$ cat src/rtl/rrmux_pkg.sv
// +---------------------------------------------------------------------------+
// | rrmux_pkg : shared constants and helpers for the rr_arb_mux selector      |
// | Revision  : 1.0                                                           |
// +---------------------------------------------------------------------------+
`default_nettype none

package rrmux_pkg;

  localparam logic MODE_FIXED  = 1'b0;
  localparam logic MODE_RR     = 1'b1;
  localparam int   TAM_DEFAULT = 16;

  // Ceiling log2 for tools that lack $clog2 in constant expressions.
  function automatic int clog2(input int value);
    int res;
    res = 0;
    for (int i = 0; i < 31; i++) begin
      if ((1 << i) < value) res = i + 1;
    end
    return res;
  endfunction

endpackage

`default_nettype wire

$ cat src/rtl/rr_arbiter.sv
// +---------------------------------------------------------------------------+
// | rr_arbiter : combinational grant logic (fixed select or round-robin)      |
// | Revision   : 1.0                                                          |
// +---------------------------------------------------------------------------+
`default_nettype none

module rr_arbiter
  import rrmux_pkg::*;
#(
  parameter int N     = 4,
  parameter int SEL_W = (N < 2) ? 1 : clog2(N)
) (
  input  logic [N-1:0]     in_valid_i,
  input  logic [SEL_W-1:0] ptr_i,
  input  logic             mode_i,
  input  logic [SEL_W-1:0] sel_i,
  output logic [SEL_W-1:0] gnt_o,
  output logic             grant_valid_o
);

  logic [2*N-1:0] dbl;
  logic [N-1:0]   rot;
  logic           found;
  int             jsel;
  int             gidx;

  always_comb begin
    gnt_o         = '0;
    grant_valid_o = 1'b0;
    dbl           = '0;
    rot           = '0;
    found         = 1'b0;
    jsel          = 0;
    gidx          = 0;
    if (mode_i == MODE_FIXED) begin
      for (int i = 0; i < N; i++) begin
        if ((SEL_W'(i) == sel_i) && in_valid_i[i]) begin
          gnt_o         = SEL_W'(i);
          grant_valid_o = 1'b1;
        end
      end
    end else begin
      // Rotate so bit 0 is channel ptr+1; the lowest set bit is the winner.
      dbl = {in_valid_i, in_valid_i} >> (int'(ptr_i) + 1);
      rot = dbl[N-1:0];
      for (int j = N - 1; j >= 0; j--) begin
        if (rot[j]) begin
          found = 1'b1;
          jsel  = j;
        end
      end
      if (found) begin
        gidx = int'(ptr_i) + 1 + jsel;
        if (gidx >= N) gidx = gidx - N;
        gnt_o         = SEL_W'(gidx);
        grant_valid_o = 1'b1;
      end
    end
  end

endmodule

`default_nettype wire

$ cat src/rtl/rr_arb_mux.sv
// +---------------------------------------------------------------------------+
// | rr_arb_mux : N-channel registered selector, valid/ready, fixed or RR      |
// | Option     : RRMUX_PARITY_EN adds registered out_par = ^out_data          |
// | Revision   : 1.0                                                          |
// +---------------------------------------------------------------------------+
`default_nettype none

module rr_arb_mux
  import rrmux_pkg::*;
#(
  parameter int TAM   = TAM_DEFAULT,
  parameter int N     = 4,
  parameter int SEL_W = (N < 2) ? 1 : clog2(N)
) (
  input  logic             clk,
  input  logic             rst_n,
  input  logic             mode,
  input  logic [SEL_W-1:0] sel,
  input  logic [N*TAM-1:0] in_data,
  input  logic [N-1:0]     in_valid,
  output logic [N-1:0]     in_ready,
  output logic [TAM-1:0]   out_data,
  output logic             out_valid,
  input  logic             out_ready,
`ifdef RRMUX_PARITY_EN
  output logic             out_par,
`endif
  output logic [SEL_W-1:0] out_ch
);

  logic [SEL_W-1:0] gnt;
  logic             grant_valid;
  logic             load;
  logic             xfer;
  logic [TAM-1:0]   sel_data;

  logic [SEL_W-1:0] ptr_q,   ptr_d;
  logic [SEL_W-1:0] ch_q,    ch_d;
  logic [TAM-1:0]   data_q,  data_d;
  logic             valid_q, valid_d;

  rr_arbiter #(
    .N     (N),
    .SEL_W (SEL_W)
  ) u_arbiter (
    .in_valid_i    (in_valid),
    .ptr_i         (ptr_q),
    .mode_i        (mode),
    .sel_i         (sel),
    .gnt_o         (gnt),
    .grant_valid_o (grant_valid)
  );

  assign load = !valid_q || out_ready;
  // rst_n gates the accept so no producer sees a handshake while in reset.
  assign xfer = rst_n && load && grant_valid;

  for (genvar i = 0; i < N; i++) begin : g_ready
    assign in_ready[i] = xfer && (gnt == SEL_W'(i));
  end

  always_comb begin
    sel_data = '0;
    for (int i = 0; i < N; i++) begin
      if (gnt == SEL_W'(i)) sel_data = in_data[i*TAM +: TAM];
    end
  end

  always_comb begin
    ptr_d   = ptr_q;
    ch_d    = ch_q;
    data_d  = data_q;
    valid_d = valid_q;
    if (load) begin
      if (xfer) begin
        data_d  = sel_data;
        ch_d    = gnt;
        valid_d = 1'b1;
        if (mode == MODE_RR) ptr_d = gnt;
      end else begin
        valid_d = 1'b0;
      end
    end
  end

  always_ff @(posedge clk or negedge rst_n) begin
    if (!rst_n) begin
      ptr_q   <= SEL_W'(N - 1);
      ch_q    <= '0;
      data_q  <= '0;
      valid_q <= 1'b0;
    end else begin
      ptr_q   <= ptr_d;
      ch_q    <= ch_d;
      data_q  <= data_d;
      valid_q <= valid_d;
    end
  end

  assign out_data  = data_q;
  assign out_valid = valid_q;
  assign out_ch    = ch_q;

`ifdef RRMUX_PARITY_EN
  logic par_q, par_d;

  always_comb begin
    par_d = par_q;
    if (xfer) par_d = ^sel_data;
  end

  always_ff @(posedge clk or negedge rst_n) begin
    if (!rst_n) par_q <= 1'b0;
    else        par_q <= par_d;
  end

  assign out_par = par_q;
`endif

endmodule

`default_nettype wire

$ cat config.mk
export PLATFORM = sky130hd
export DESIGN_NAME = rr_arb_mux
export DESIGN_NICKNAME = d
export VERILOG_FILES = /design/src/rtl/rrmux_pkg.sv /design/src/rtl/rr_arbiter.sv /design/src/rtl/rr_arb_mux.sv
export SDC_FILE = /design/constraint.sdc
export NUM_CORES = 1
export LEC_CHECK = 0
export CAP_MARGIN = 20
export CORE_ASPECT_RATIO = 2
export CORE_UTILIZATION = 39
export CTS_CLUSTER_DIAMETER = 100
export DETAILED_ROUTE_END_ITERATION = 16
export PLACE_DENSITY = 0.81
export SETUP_SLACK_MARGIN = 0.5
export SYNTH_ARGS = -nofsm -noshare
export SYNTH_HDL_FRONTEND = slang
export SYNTH_SLANG_ARGS = --single-unit
$ cat constraint.sdc
create_clock -name clk -period 4.4 [get_ports clk]
set_clock_uncertainty 0.15 [all_clocks]
set_input_delay 0.88 -clock clk [delete_from_list [all_inputs] [get_ports clk]]
set_output_delay 0.88 -clock clk [all_outputs]
set_load 0.1 [all_outputs]
Word level (Yosys, flattened, before mapping) --
Index checks and enable logic that the tools add are counted. W data, S select, Z words.
Word-level totals: word-level logic and storage cells 58, register bits after elaboration 21
Operators by class: shift-type cells 1, muxes and demuxes 27, order comparisons 1, add/sub/neg operators 3, reduce and logical (&&, ||, !) cells 16, equal/unequal tests 6
Operators with widths (number):
- $mux W16 | 4
- $add A4 B32 Y32 | 1
- $ge A32 B4 Y1 const B | 1
- $mux W32 | 1
- $shr A8 B32 Y4 | 1
- $mux W2 | 9
- $mux W1 | 13
- $logic_and A1 B1 Y1 | 10
- $eq A2 B2 Y1 const A | 2
- $eq A2 B2 Y1 const B | 2
- $logic_not A2 Y1 | 2
- $add A2 B1 Y3 const B | 1
- $reduce_and A3 Y1 | 1
- $eq A1 B2 Y1 const A | 1
- $eq A2 B1 Y1 const B | 1
- $reduce_and A2 Y1 | 1
- $sub A2 B1 Y2 const B | 1
- $logic_not A1 Y1 | 1
- $logic_or A1 B1 Y1 | 1

Logic depth before layout (Yosys ltp) --
Gate-level depths: netlist of run 1.
word-level depth 17, mapped depth 14, depth with buffers taken out 12

By module --
Synthesis of run 1 repeated with hierarchy kept, for this count alone.
Unflattened totals: cell total of the unflattened synthesis 104, area, all modules 1481.4 um2
By module, submodules not included:
- rr_arb_mux | seq. area each 528.0 um2, times used 1, area an instance 1262.5 um2, cells an instance 73
- rr_arbiter | seq. area each 0.0 um2, times used 1, area an instance 219.0 um2, cells an instance 31

Worst setup path after synthesis of run 1 --
OpenSTA, ideal clock, no wires.
path kind input -> output, from input port in_valid[2], to output port in_ready[2], arrival time 3941 ps, path slack -571 ps, buffers on the path 2, stages on the path 13, required time 3370 ps, cells stage by stage buf_6 inv_1 o21ai_0 a21oi_1 a311oi_1 a21oi_1 ha_1 xnor2_1 nand2_1 a221oi_2 nor3b_4 buf_6 nor2_1
On the way: cells in the longest elaborated chain, start to end 13
Ends and longest elaborated chain:
- start, declared | line rr_arb_mux.sv:20 | input logic [N-1:0] in_valid,
- $shr A8 B32 Y4 | line rr_arbiter.sv:44 | dbl = {in_valid_i, in_valid_i} >> (int'(ptr_i) + 1);
- $mux W2 (4 in a row) | line rr_arbiter.sv:47 | if (rot[j]) begin
- $mux W32 | line rr_arbiter.sv:35 | if (mode_i == MODE_FIXED) begin
- $add A4 B32 Y32 | line rr_arbiter.sv:53 | gidx = int'(ptr_i) + 1 + jsel;
- $ge A32 B4 Y1 or $sub A2 B1 Y2 (tied branches) | line rr_arbiter.sv:54 | if (gidx >= N) gidx = gidx - N;
- $mux W2 | line rr_arbiter.sv:54
- $mux W2 | line rr_arbiter.sv:52 | if (found) begin
- $mux W2 | line rr_arbiter.sv:35
- $eq A2 B2 Y1 | line rr_arb_mux.sv:59 | assign in_ready[i] = xfer && (gnt == SEL_W'(i));
- $logic_and A1 B1 Y1 (*) | line rr_arb_mux.sv:59
- end, declared | line rr_arb_mux.sv:21 | output logic [N-1:0] in_ready,
Every way passes the cells marked *; elsewhere a longest branch is shown, timed or not. The select of a mux whose other input is x is not followed.

Final worst setup path of run 1 --
from input port in_valid[3], to output port in_ready[3]
The elaborated chain is that of the path after synthesis.

==> results.ini, run 1 <==
[routing]
post-route-drc-count = 0
drtIter0Drc = 25
post_drt_wl_per_cell_um = 15.7
post_drt_via_cell_ratio = 5.18
dr_total_vias = 1731
wl_um = 5250
drt-pass1-iter-count = 4
detail_route_antenna_nets = 0

[synth]
yosys.cell_count.top_type = sky130_fd_sc_hd__mux2i_1
netlist_top_cells_count = sky130_fd_sc_hd__mux2i_1 (42), sky130_fd_sc_hd__dfrtp_1 (19), sky130_fd_sc_hd__nand2_1 (15)
seq_area_frac_synth = 0.303
synth.net_count = 241
synthSimpleGateAreaFrac = 0.148
seq_cells_post_synth = 21
synth-edff-count = 0
synth_top_area_cell = sky130_fd_sc_hd__dfrtp_1
muxShareOfSynthArea = 0.299
synth_top_family_by_area = multiplexers
synthAdderAreaFrac = 0.00717
fraction_of_the_mapped_netlist_area_in_compound_gates = 0.148
synth.distinct_cells = 43
post_synth_main_area_contributors = sky130_fd_sc_hd__dfrtp_1 (27%), sky130_fd_sc_hd__mux2i_1 (24%), sky130_fd_sc_hd__mux2_2 (5.2%), sky130_fd_sc_hd__a221o_1 (4.0%), sky130_fd_sc_hd__buf_6 (3.9%)
synthesis.instances = 166
postSynthAreaPerCell_um2 = 10.5
post-synth-top-area-fraction = 0.272
syn-cell-area_um2 = 1750
yosys.area_share.xor_xnor = 0.0151
synth_flop_cell = sky130_fd_sc_hd__dfrtp_1
ys_warn_count = 0
postSynth.asyncResetShare = 1.00

[timing]
tns_ns = 0
timing_max_transition_violations_final = 0
final-setup-viol-count = 0
final_hold_viol_count = 0
hold_ws_ns = 0.353
clock.fmax_mhz = 248
worstMarginPinSlew_ns = 1.01
timing.final.crit_share = 0.915
slew_headroom = 0.322
finalWorstPathRequiredPeriod_ns = 4.02
setup_repair_after_global_routing_missed_its_margin = yes

[setup_path]
timing_worst_setup_path_type = input pin to primary output
critical_path.slowest_cell = sky130_fd_sc_hd__a221oi_2
end_kind = primary output
timing.critical_path.from = in_valid[3]
worst_endpoint_data_arrival_time_ns = 2.99
regToRegSetupSlack_ns = 1.21
critical_path.reg2reg.startpoint = ptr_q[1]
cp_max_fo = 6
worst_ep_required_time_ns = 3.37
start_kind = input pin
critical_path.cell_chain = buf_8, nor2b_4, a21oi_2, nor2_1, a21oi_2, a21oi_1, ha_2, xor2_2, nand2_1, a221oi_2, nor3b_4, buf_12, nor3b_4, buf_12
timing.critical_path.slowest_cell_delay_ns = 0.31

[clocking]
total_number_of_clock_tree_sinks = 21
htreeDepth = 1
cts.path.max_buffers = 2
tritoncts_buffer_count = 3
clk_slew_on_worst_s_h_paths_ns = 0.07
clock-root-buffer = sky130_fd_sc_hd__clkbuf_8
cts_tree = built
worstSkewPairLatency_ns = 0.25

[final_layout]
fillers = 316
layout.area.seq_um2 = 528
nets = 356
antennaDiodeCount = 0
area.growth.synth_to_final_pct = 75.4
instances_no_fill = 334
multi_input_comb_area_um2 = 1160
final_cell_area_um2 = 3060
fraction_of_final_layout_cells_with_drive_strength_greater_than_1 = 0.261

[place]
dpl.cell_count = 319
detailed_place.area_um2 = 2880
dp_hpwl_um = 4060
gp_congestion = 0.879
port_bufs = 96

[global_routing]
antenna_found_initial = 0
first_pass_grt_wire_length_um = 8220
overflow = 0
grt_start_max_net_pins = 29
grt_util_all_layers = 0.223
grt_pass1_vias = 1888

[floorplan]
rows = 34
start_util = 0.402
chipHeight_um = 96.6
fp.dieW_um = 49.3
ios = 97
die_area_um2 = 4760
core_region_area_um2 = 4340

[job]
max_cap_viol_count = 0

[status]
outcome = completed

[pwr]
vdd_drop_max_mv = 0.532
p_comb_frac = 0.777
post-layout-total-power_mw = 2.13
powerDensity_nw_per_um2 = 696
clkPwrFrac = 0.058
total_switching_power_mw = 1.16
cellInternalPower_uw = 967
power.switching_fraction = 0.546
static-leakage-power_nw = 1.42
pwr-share-seq = 0.164

[hold_path]
worst_hold_path_type = flop to flop
min-delay-start = out_ch[0]

[critical path: cells and delay by family]
kind                     cells  cell delay [ns]
buffers and inverters        3             0.47
AO/OA/AOI/OAI                4             0.55
XOR/XNOR                     1             0.18
AND/OR/NAND/NOR              5             0.66
adder cells (fa/ha/maj)      1             0.24
[power groups by stage]
| stage | combinational (mW) | clock [mW] | sequential (mW) |
|---|---|---|---|
| floorplan | 0.642 | 0 | 0.927 |
| global placement | 1.59 | 0 | 0.351 |
| detailed placement | 1.60 | 0 | 0.353 |
| CTS | 1.63 | 0.128 | 0.352 |
| global route | 1.73 | 0.139 | 0.363 |
| finish | 1.66 | 0.124 | 0.350 |
[registers in the layout, indices dropped and copies added, names as in the netlist]
| name | flops |
|---|---|
| out_valid | 1 |
| out_data | 16 |
| out_ch | 2 |
| ptr_q | 2 |
[per-stage QoR]
| step | setup WS (ns) | utilization |
|---|---|---|
| global route | 0.249 | 0.706 |
| floorplan | 0.0833 | - |
| CTS | 0.376 | 0.690 |
| finish | 0.376 | 0.706 |
| global placement | -0.0733 | 0.665 |
| detailed placement | -0.140 | 0.665 |
[cells in the final DEF (no fill, tap or decap), types with 2 or more instances in the layout]
cell and count:
sky130_fd_sc_hd__clkdlybuf4s50_1 88, sky130_fd_sc_hd__mux2i_1 42, sky130_fd_sc_hd__buf_4 27, sky130_fd_sc_hd__dfrtp_1 19
sky130_fd_sc_hd__nand2_1 14, sky130_fd_sc_hd__mux2_2 8, sky130_fd_sc_hd__nor2b_1 7, sky130_fd_sc_hd__a221o_1 7
sky130_fd_sc_hd__buf_12 5, sky130_fd_sc_hd__nor2_1 4, sky130_fd_sc_hd__a21oi_2 3, sky130_fd_sc_hd__a21oi_1 3
sky130_fd_sc_hd__nor3b_1 3, sky130_fd_sc_hd__nand2b_1 3, sky130_fd_sc_hd__clkbuf_8 3, sky130_fd_sc_hd__buf_8 3
sky130_fd_sc_hd__inv_1 2, sky130_fd_sc_hd__nor3b_4 2, sky130_fd_sc_hd__and3_4 2, sky130_fd_sc_hd__dfstp_2 2
[path summary, 6_finish.rpt]
kind | cells after the start | to
max in group asynchronous | 2 | ptr_q[0]
hold / removal | 1 | out_ch[0]
setup / recovery | 14 | in_ready[3]
setup reg to reg | 15 | out_data[10]
hold reg to reg | 1 | out_ch[0]
min in group asynchronous | 2 | out_data[9]
[layer usage]
layer,global-route usage,routed length (µm),vias to the layer above
met4,0.154,346,0
met1,0.196,1680,805
met3,0.0267,201,22
li1,-,-,837
met2,0.436,3010,67
met5,0,0,-
[kinds of logic after synthesis]
logic type	Yosys count
adders and majority gates	1
muxes	51
AOI/OAI and AO/OA	28
DFF	21
and+or+nand+nor	44
xor gates and xnor gates	3
buffers and inverters	18
[cell type report]
class | count | share of cell area
tap | 54 | 0.0221
inverter | 3 | 0.00531
timing repair buffer | 125 | 0.407
multi-input combinational | 127 | 0.379
clock buffer | 4 | 0.0147
sequential | 21 | 0.172
[timing repair]
action / in CTS / in global routing
setup buffers: 6 / 5
endpoints found under the setup margin: 4 / 4
pin swaps: 12 / 10
hold buffers: 0 / 0
resized for setup: 28 / 8
No activity file was read; power rests on OpenSTA's default activity.
==> run 2, diff against run 1 <==
CORE_UTILIZATION = 36   (was 39)
PLACE_DENSITY = 0.8   (was 0.81)
SYNTH_HIERARCHICAL = 1   (was unset)
==> results.ini, run 2 <==
[status]
outcome = completed  ; unchanged

[hold_path]
worst_hold_path_type = flop to flop  ; unchanged

[timing]
timing_max_transition_violations_final = 0  ; unchanged
final_hold_viol_count = 0  ; unchanged
timing.final.crit_share = 0.903  ; was 0.915
setup_repair_after_global_routing_missed_its_margin = yes  ; unchanged
worstMarginPinSlew_ns = 0.984  ; was 1.01 ns
slew_headroom = 0.342  ; was 0.322
finalWorstPathRequiredPeriod_ns = 3.97  ; was 4.02 ns
clock.fmax_mhz = 252  ; was 248 MHz
final-setup-viol-count = 0  ; unchanged
hold_ws_ns = 0.364  ; was 0.353 ns
tns_ns = 0  ; unchanged

[setup_path]
end_kind = primary output  ; unchanged
worst_endpoint_data_arrival_time_ns = 2.94  ; was 2.99 ns
cp_max_fo = 4  ; was 6
timing_worst_setup_path_type = input pin to primary output  ; unchanged
start_kind = input pin  ; unchanged
worst_ep_required_time_ns = 3.37  ; about the same

[synth]
seq_area_frac_synth = 0.356  ; was 0.303
synthSimpleGateAreaFrac = 0.0557  ; was 0.148
ys_warn_count = 6  ; was 0
synth_top_family_by_area = multiplexers  ; unchanged
yosys.cell_count.top_type = sky130_fd_sc_hd__dfrtp_1  ; was sky130_fd_sc_hd__mux2i_1
synth.net_count = 179  ; was 241
netlist_top_cells_count = sky130_fd_sc_hd__dfrtp_1 (19), sky130_fd_sc_hd__mux4_2 (14), sky130_fd_sc_hd__mux2_2 (11)  ; was sky130_fd_sc_hd__mux2i_1 (42), sky130_fd_sc_hd__dfrtp_1 (19), sky130_fd_sc_hd__nand2_1 (15)
post_synth_main_area_contributors = sky130_fd_sc_hd__dfrtp_1 (32%), sky130_fd_sc_hd__mux4_2 (21%), sky130_fd_sc_hd__mux2_4 (10%), sky130_fd_sc_hd__mux2_2 (8.4%), sky130_fd_sc_hd__dfstp_2 (3.5%)  ; was sky130_fd_sc_hd__dfrtp_1 (27%), sky130_fd_sc_hd__mux2i_1 (24%), sky130_fd_sc_hd__mux2_2 (5.2%), sky130_fd_sc_hd__a221o_1 (4.0%), sky130_fd_sc_hd__buf_6 (3.9%)
seq_cells_post_synth = 21  ; unchanged
muxShareOfSynthArea = 0.460  ; was 0.299
syn-cell-area_um2 = 1480  ; was 1750 µm²
yosys.area_share.xor_xnor = 0.0177  ; was 0.0151
postSynthAreaPerCell_um2 = 14.2  ; was 10.5 µm²
synthesis.instances = 104  ; was 166
synth_top_area_cell = sky130_fd_sc_hd__dfrtp_1  ; unchanged
synthAdderAreaFrac = 0.00845  ; was 0.00717
post-synth-top-area-fraction = 0.321  ; was 0.272
synth_flop_cell = sky130_fd_sc_hd__dfrtp_1  ; unchanged
synth-edff-count = 0  ; unchanged
synth.distinct_cells = 34  ; was 43
fraction_of_the_mapped_netlist_area_in_compound_gates = 0.0515  ; was 0.148
postSynth.asyncResetShare = 1.00  ; unchanged

[place]
dp_hpwl_um = 4160  ; was 4060 µm
port_bufs = 96  ; unchanged
detailed_place.area_um2 = 2690  ; was 2880 µm²
gp_congestion = 0.773  ; was 0.879

[global_routing]
use_met1 = 0.239  ; was 0.196
globalRouteMet2Util = 0.460  ; was 0.436
grt_pass1_vias = 1550  ; was 1888
antenna_found_initial = 0  ; unchanged
grt_util_all_layers = 0.246  ; was 0.223
grt_start_max_net_pins = 18  ; was 29
overflow = 0  ; unchanged
first_pass_grt_wire_length_um = 7610  ; was 8220 µm
top_usage_layer = met2  ; unchanged
grt.met3_usage = 0.0643  ; was 0.0267

[floorplan]
ios = 97  ; unchanged
fp.dieW_um = 47.4  ; was 49.3 µm
start_util = 0.381  ; was 0.402
chipHeight_um = 92.7  ; was 96.6 µm
rows = 32  ; was 34
die_area_um2 = 4390  ; was 4760 µm²
core_region_area_um2 = 3880  ; was 4340 µm²

[clocking]
postCtsHoldBufs = 0  ; unchanged
clock-root-buffer = sky130_fd_sc_hd__clkbuf_8  ; unchanged
worstSkewPairLatency_ns = 0.26  ; was 0.25 ns
cts.path.max_buffers = 2  ; unchanged
tritoncts_buffer_count = 3  ; unchanged
total_number_of_clock_tree_sinks = 21  ; unchanged
clk_slew_on_worst_s_h_paths_ns = 0.08  ; was 0.07 ns
htreeDepth = 1  ; unchanged
cts_tree = built  ; unchanged

[final_layout]
final_cell_area_um2 = 2780  ; was 3060 µm²
antennaDiodeCount = 0  ; unchanged
most_common_cell_after_layout_fill_and_taps_aside = sky130_fd_sc_hd__clkdlybuf4s50_1  ; unchanged
core_occupancy_in_the_finished_layout = 0.715  ; was 0.706
largest_reg_flops = 16  ; unchanged
fillers = 279  ; was 316
nets = 289  ; was 356
fraction_of_final_layout_cells_with_drive_strength_greater_than_1 = 0.380  ; was 0.261
area.growth.synth_to_final_pct = 87.3  ; was 75.4%
layout.cells.most_common_list = sky130_fd_sc_hd__clkdlybuf4s50_1 (88), sky130_fd_sc_hd__dfrtp_1 (19), sky130_fd_sc_hd__buf_4 (15)  ; was sky130_fd_sc_hd__clkdlybuf4s50_1 (88), sky130_fd_sc_hd__mux2i_1 (42), sky130_fd_sc_hd__buf_4 (27)

[routing]
post-route-drc-count = 0  ; unchanged
post_drt_wl_per_cell_um = 19.0  ; was 15.7 µm
detail_route_antenna_nets = 0  ; unchanged
dr_total_vias = 1399  ; was 1731
drt-pass1-iter-count = 4  ; unchanged
wl_um = 5010  ; was 5250 µm
post_drt_via_cell_ratio = 5.30  ; was 5.18
drtIter0Drc = 14  ; was 25

[pwr]
post-layout-total-power_mw = 2.17  ; was 2.13 mW
static-leakage-power_nw = 1.12  ; was 1.42 nW
vdd_drop_max_mv = 0.683  ; was 0.532 mV
powerDensity_nw_per_um2 = 784  ; was 696 nW/µm²

[job]
max_cap_viol_count = 0  ; unchanged

==> run 2: path summary, 6_finish.rpt <==
path	cells past startpoint	from	endpoint	slack, ns
worst max-delay path	13	in_valid[2]	in_ready[3]	0.43
worst min-delay path	1	out_data[11]	out_data[11]	0.36
worst max register to register	12	ptr_q[1]	out_data[4]	1.12
worst min register to register	1	out_data[11]	out_data[11]	0.36
max in group asynchronous	2	rst_n	out_data[5]	2.84
min in group asynchronous	1	rst_n	out_ch[0]	0.72
==> run 2: area by class of cell <==
cell class | instances | area (µm²) | area share
clock inverters | 1 | 5.00 | 0.00180
well taps | 51 | 63.8 | 0.0230
flip-flops and latches | 21 | 528 | 0.190
repair buffers | 112 | 1110 | 0.402
inverters | 6 | 22.5 | 0.00812
clock buffers | 3 | 41.3 | 0.0149
multi-input cells | 70 | 1000 | 0.360
==> run 2: logic make-up (layout without fill, tap and decap cells) <==
group                      count (synthesis)  in the layout
adders and majority gates                  1              1
and+or+nand+nor                           15             15
xor gates and xnor gates                   3              3
AOI/OAI and AO/OA                         10             10
DFF                                       21             21
muxes                                     41             41
buffers and inverters                     13            122
==> run 2: repair_timing <==
item | 4_1_cts | 5_1_grt
resized for setup | 25 | 5
pin swaps | 10 | 6
setup endpoints to repair | 4 | 4
endpoints found under the hold margin | 0 | 0
buffers inserted | 1 | 0
==> run 2: layer usage <==
layer	up-vias	routed length, µm
met5	-	0
met4	0	80
met3	8	384
met2	72	2960
met1	694	1580
li1	625	-
==> run 2: power by group <==
group	switching [mW]	internal (mW)
Clock	0.0631	0.0630
Combinational	1.02	0.660
Sequential	0.0750	0.295
Total	1.16	1.02
==> run 2: stage by stage <==
stage               std cells  setup slack, ns
floorplan                 104          -0.0281
global placement          259          0.00472
detailed placement        259          -0.0978
CTS                       264            0.446
global route              264            0.341
finish                    264            0.427
==> run 2: worst max-delay path, cell delays in order <==
cell and delay, ns:
sky130_fd_sc_hd__buf_8 0.10, sky130_fd_sc_hd__buf_4 0.12, sky130_fd_sc_hd__nand2_1 0.09, sky130_fd_sc_hd__nor2_1 0.05, sky130_fd_sc_hd__o31a_2 0.35, sky130_fd_sc_hd__ha_4 0.18
sky130_fd_sc_hd__xnor2_4 0.13, sky130_fd_sc_hd__xnor2_2 0.15, sky130_fd_sc_hd__xnor2_1 0.15, sky130_fd_sc_hd__o21ai_2 0.24, sky130_fd_sc_hd__buf_4 0.16, sky130_fd_sc_hd__and3_4 0.18
sky130_fd_sc_hd__buf_12 0.17
